## src/rtl/sample_accumulator_ctrl.sv

```systemverilog
// Sequencer that feeds an external 1-cycle 16+8 adder with (running sum, sample)
// and folds each 17-bit result back into a saturating 16-bit accumulator.
module sample_accumulator_ctrl #(
    parameter int COUNT_WIDTH = 9
) (
    input  logic                   clock,
    input  logic                   reset,
    input  logic                   start,
    input  logic [COUNT_WIDTH-1:0] count,
    input  logic [7:0]             sample_in,
    input  logic                   sample_valid,
    output logic                   sample_ready,
    output logic [15:0]            add_in1,
    output logic [7:0]             add_in2,
    input  logic [16:0]            add_out,
    output logic [15:0]            sum_out,
    output logic                   overflow,
    output logic                   busy,
    output logic                   done
);

    typedef enum logic [1:0] {
        IDLE,
        ISSUE,
        CAPTURE,
        DONE
    } state_t;

    state_t                 state;
    logic [15:0]            acc;
    logic [COUNT_WIDTH-1:0] remaining;

    // Operands go out combinationally; the adder registers them on the same edge
    // that moves us from ISSUE to CAPTURE.
    assign add_in1 = acc;
    assign add_in2 = (state == ISSUE && sample_valid) ? sample_in : 8'h00;
    assign sum_out = acc;

    // Control outputs are registered from the next state so they line up with it.
    always_ff @(posedge clock or posedge reset) begin
        if (reset) begin
            state        <= IDLE;
            acc          <= '0;
            remaining    <= '0;
            overflow     <= 1'b0;
            sample_ready <= 1'b0;
            busy         <= 1'b0;
            done         <= 1'b0;
        end else begin
            sample_ready <= 1'b0;
            done         <= 1'b0;
            case (state)
                IDLE: begin
                    if (start) begin
                        acc       <= '0;
                        overflow  <= 1'b0;
                        remaining <= count;
                        busy      <= 1'b1;
                        if (count == '0) begin
                            state <= DONE;
                            done  <= 1'b1;
                        end else begin
                            state        <= ISSUE;
                            sample_ready <= 1'b1;
                        end
                    end
                end
                ISSUE: begin
                    if (sample_valid) begin
                        state <= CAPTURE;
                    end else begin
                        sample_ready <= 1'b1;
                    end
                end
                CAPTURE: begin
                    if (add_out[16]) begin
                        acc      <= 16'hFFFF;
                        overflow <= 1'b1;
                    end else begin
                        acc <= add_out[15:0];
                    end
                    remaining <= remaining - COUNT_WIDTH'(1);
                    if (remaining == COUNT_WIDTH'(1)) begin
                        state <= DONE;
                        done  <= 1'b1;
                    end else begin
                        state        <= ISSUE;
                        sample_ready <= 1'b1;
                    end
                end
                DONE: begin
                    state <= IDLE;
                    busy  <= 1'b0;
                end
                default: begin
                    state <= IDLE;
                    busy  <= 1'b0;
                end
            endcase
        end
    end

endmodule

```

## config.mk

```make
export PLATFORM = sky130hd
export DESIGN_NAME = sample_accumulator_ctrl
export DESIGN_NICKNAME = d
export VERILOG_FILES = /design/src/rtl/sample_accumulator_ctrl.sv
export SDC_FILE = /design/constraint.sdc
export NUM_CORES = 1
export LEC_CHECK = 0
export BUFFER_PORTS_ARGS = -buffer_cell sky130_fd_sc_hd__buf_2
export CAP_MARGIN = 20
export CORE_MARGIN = 1.5
export CORE_UTILIZATION = 51
export CTS_BUF_LIST = sky130_fd_sc_hd__clkbuf_4 sky130_fd_sc_hd__clkbuf_8
export DETAILED_ROUTE_END_ITERATION = 6
export PLACE_DENSITY = 0.88
export SYNTH_ARGS = -nofsm -noshare
export SYNTH_HDL_FRONTEND = slang
export SYNTH_SLANG_ARGS = --single-unit
```

## constraint.sdc

```tcl
create_clock -name clock -period 4.7 [get_ports clock]
set_input_delay 0.705 -clock clock [delete_from_list [all_inputs] [get_ports clock]]
set_output_delay 0.705 -clock clock [all_outputs]
set_load 0.01 [all_outputs]
```

==> reports/metrics.cfg <==
[synth]
synth_warnings = 0
synth.distinct_cells = 34
synth-seq-area-share = 0.475
syn_area_mm2 = 0.00163
synth_seq_cells = 31
synthCells = 188
syn_avg_cell_area_um2 = 8.69
synth_area_leaders = dfrtp_1 48%, nand2_1 9.7%, buf_4 7.4%
synth_flop_cell = dfrtp_1
yosysMostFrequentCell = nand2_1
async_flop_share = 1.00
synth_commonest_cells = 42 x nand2_1, 31 x dfrtp_1, 21 x o21ai_0
synth_edf_count = 0
syn-num-nets = 228
yosysTopAreaCell = dfrtp_1
synth_top_area_share = 0.475

[clocking]
cts_made_buffers = 5
post_cts.repair.setup_buffers = 0
insertion_delay_ps = 330
cts_tree = yes
h-tree-depth = 2
cts.repair.resized = 0
clock-sinks = 31
clk_pin_slew_worst_paths_ps = 100
root_buffer = clkbuf_4
clk_path_buf_depth = 2
hold_buffers = 0

[timing]
max_freq_mhz = 418
rsz0062_at_grt = no
fin_worst_skew_ps = 10.1
final_hold_viol_count = 0
finalSetupViolations = 0
post-route-period-util = 0.510
fin_tns_setup_ps = 0
maxSlewViolCount = 0
period_minus_slack_ps = 2390
worst_pin_slew_ps = 1060
max-slew-margin-rel = 0.294

[floorplan]
dieArea_mm2 = 0.00355
fp.dieW_um = 59.6
placementRows = 20
coreArea_mm2 = 0.00305
initial_core_util = 0.535
die_h_um = 59.6
ios = 82

[status]
status = finished clean

[worst_setup_path]
rr_startpoint = state[1]$_DFFE_PP0P_
reg2reg_depth = 4
endpoint_kind = output pin
critPathSlowestCell = dfrtp_1
crit_arrival_ps = 1690
critPathKind = flop to output pin
crit_path_cell_trace = nor2_1, and2_1, buf_2
rr_endpoint = state[1]$_DFFE_PP0P_
start_kind = flop
crit_required_ps = 3990
crit_path_max_incr_delay_ps = 610
crit_path_max_fanout = 21
r2r_slack_ps = 2390
cp-startpoint = state[1]$_DFFE_PP0P_

[place]
dp_hpwl_um = 2790
place_congestion = 0.854
port_buffers = 81
dp_cells = 291
postPlaceCellArea_mm2 = 0.00196

[global_route]
grt_usage = 0.221
grt_start_max_net_pins = 32
antenna_found_initial = 0
grt_pass1_vias = 1373
grt_pass1_wl_um = 5910
grt-ovfl-total = 0

[pwr]
p_leak_uw = 0.00111
vdd_drop_max_v = 0.000316
pwr-share-clk = 0.134
p_sw_frac = 0.424
p_per_area_mw_per_mm2 = 582
p_int_uw = 677
p_comb_frac = 0.440
seqPwrFrac = 0.426
total_switching_power_uw = 499

[drt]
vias_per_cell = 5.22
drt-wirelength-per-cell_um = 12.6
first_iter_violations = 68
first_pass_iters = 4
wl_um = 3770
drc_errors = 0
vias = 1557
antenna_left = 0

[cells_and_area]
fill_cells = 273
layout.cells.non_filler = 298
fin_nets = 294
fin_util = 0.661
area_growth_pct = 23.6
layout-drive-gt1-share = 0.382
n_antenna_cell = 0
post-route-cell-area_mm2 = 0.00202

[flow_run]
drv_cap = 0

[min_path]
hp-class = input pin to asynchronous set/reset pin

[area by class of cell]
class                      count  area (um^2)  area share
sequential                    31          776       0.384
clock buffer                   6         51.3      0.0254
clock inverter                 1         5.00     0.00248
multi-input combinational    129          696       0.345
timing repair buffer          83          420       0.208
tap                           44         55.1      0.0273
inverter                       4         15.0     0.00744
[power groups by stage]
stage	combinational, uW	clock (uW)	sequential (uW)
3_3_place_gp	501	0	501
2_1_floorplan	377	0	504
3_5_place_dp	521	0	503
5_1_grt	583	175	521
6_report	517	158	501
4_1_cts	521	161	500
[cell families after synthesis]
logic type | after synthesis | synth area share
adder cells (fa/ha/maj) | 2 | 0.0153
AND/OR/NAND/NOR | 83 | 0.243
flip-flops | 31 | 0.475
AO/OA/AOI/OAI | 44 | 0.166
buffers and inverters | 28 | 0.101
[routing by layer]
metal,vias up,GRT usage,wire [um]
met3,6,0.0655,421
met4,0,0.0730,31
met5,-,0,0
met1,695,0.269,1510
met2,97,0.374,1810
li1,759,-,-
[worst max path at each step]
stage                           endpoint  slack, ps  cells past startpoint
floorplan                     add_in2[0]       2820                      3
global placement    state[1]$_DFFE_PP0P_       2340                      5
detailed placement  state[1]$_DFFE_PP0P_       2310                      5
CTS                           add_in2[2]       2250                      3
global route                  add_in2[7]       2150                      3
finish                        add_in2[2]       2310                      3
[cell usage in the layout (no fill, tap or decap)]
master,instances
o32a_1,1
o22a_1,2
a32oi_1,1
ha_1,2
nor3b_1,2
or2_2,2
nor4_1,3
clkbuf_4,5
o22ai_2,1
or3b_2,1
a211o_1,1
clkinv_2,1
or2_1,1
and2_1,8
buf_4,2
o21ai_0,21
a221o_1,1
nand2_1,42
o21bai_2,1
dfrtp_1,31
nand4_1,1
nor3_1,5
a31oi_1,2
or4_4,2
clkbuf_8,1
nand3_1,1
nor2_1,10
buf_2,81
inv_1,4
a21oi_1,8
nor2b_1,1
o22ai_1,2
a22o_1,1
nand2b_1,4
a211oi_1,1
a2bb2oi_1,1
[registers in the layout (all words and copies together), names as in the netlist]
| name | count |
|---|---|
| done | 1 |
| add_in1 | 16 |
| busy | 1 |
| sample_ready | 1 |
| overflow | 1 |
| remaining | 9 |
| state | 2 |
[critical path: cells and delay by family, from the launching register on]
family	cells	cell delay (ps)
buffers and inverters	1	120
AND/OR/NAND/NOR	2	630
flip-flops	1	610
[per-stage QoR]
stage | hold WS, ps | power, uW | worst slack [ps]
global route | 448 | 1280 | 2150
CTS | 440 | 1180 | 2250
finish | 435 | 1180 | 2310
global placement | 463 | 1000 | 2340
detailed placement | 473 | 1020 | 2310
floorplan | 495 | 881 | 2820
Note: power is estimated with default switching activity, not from simulation.
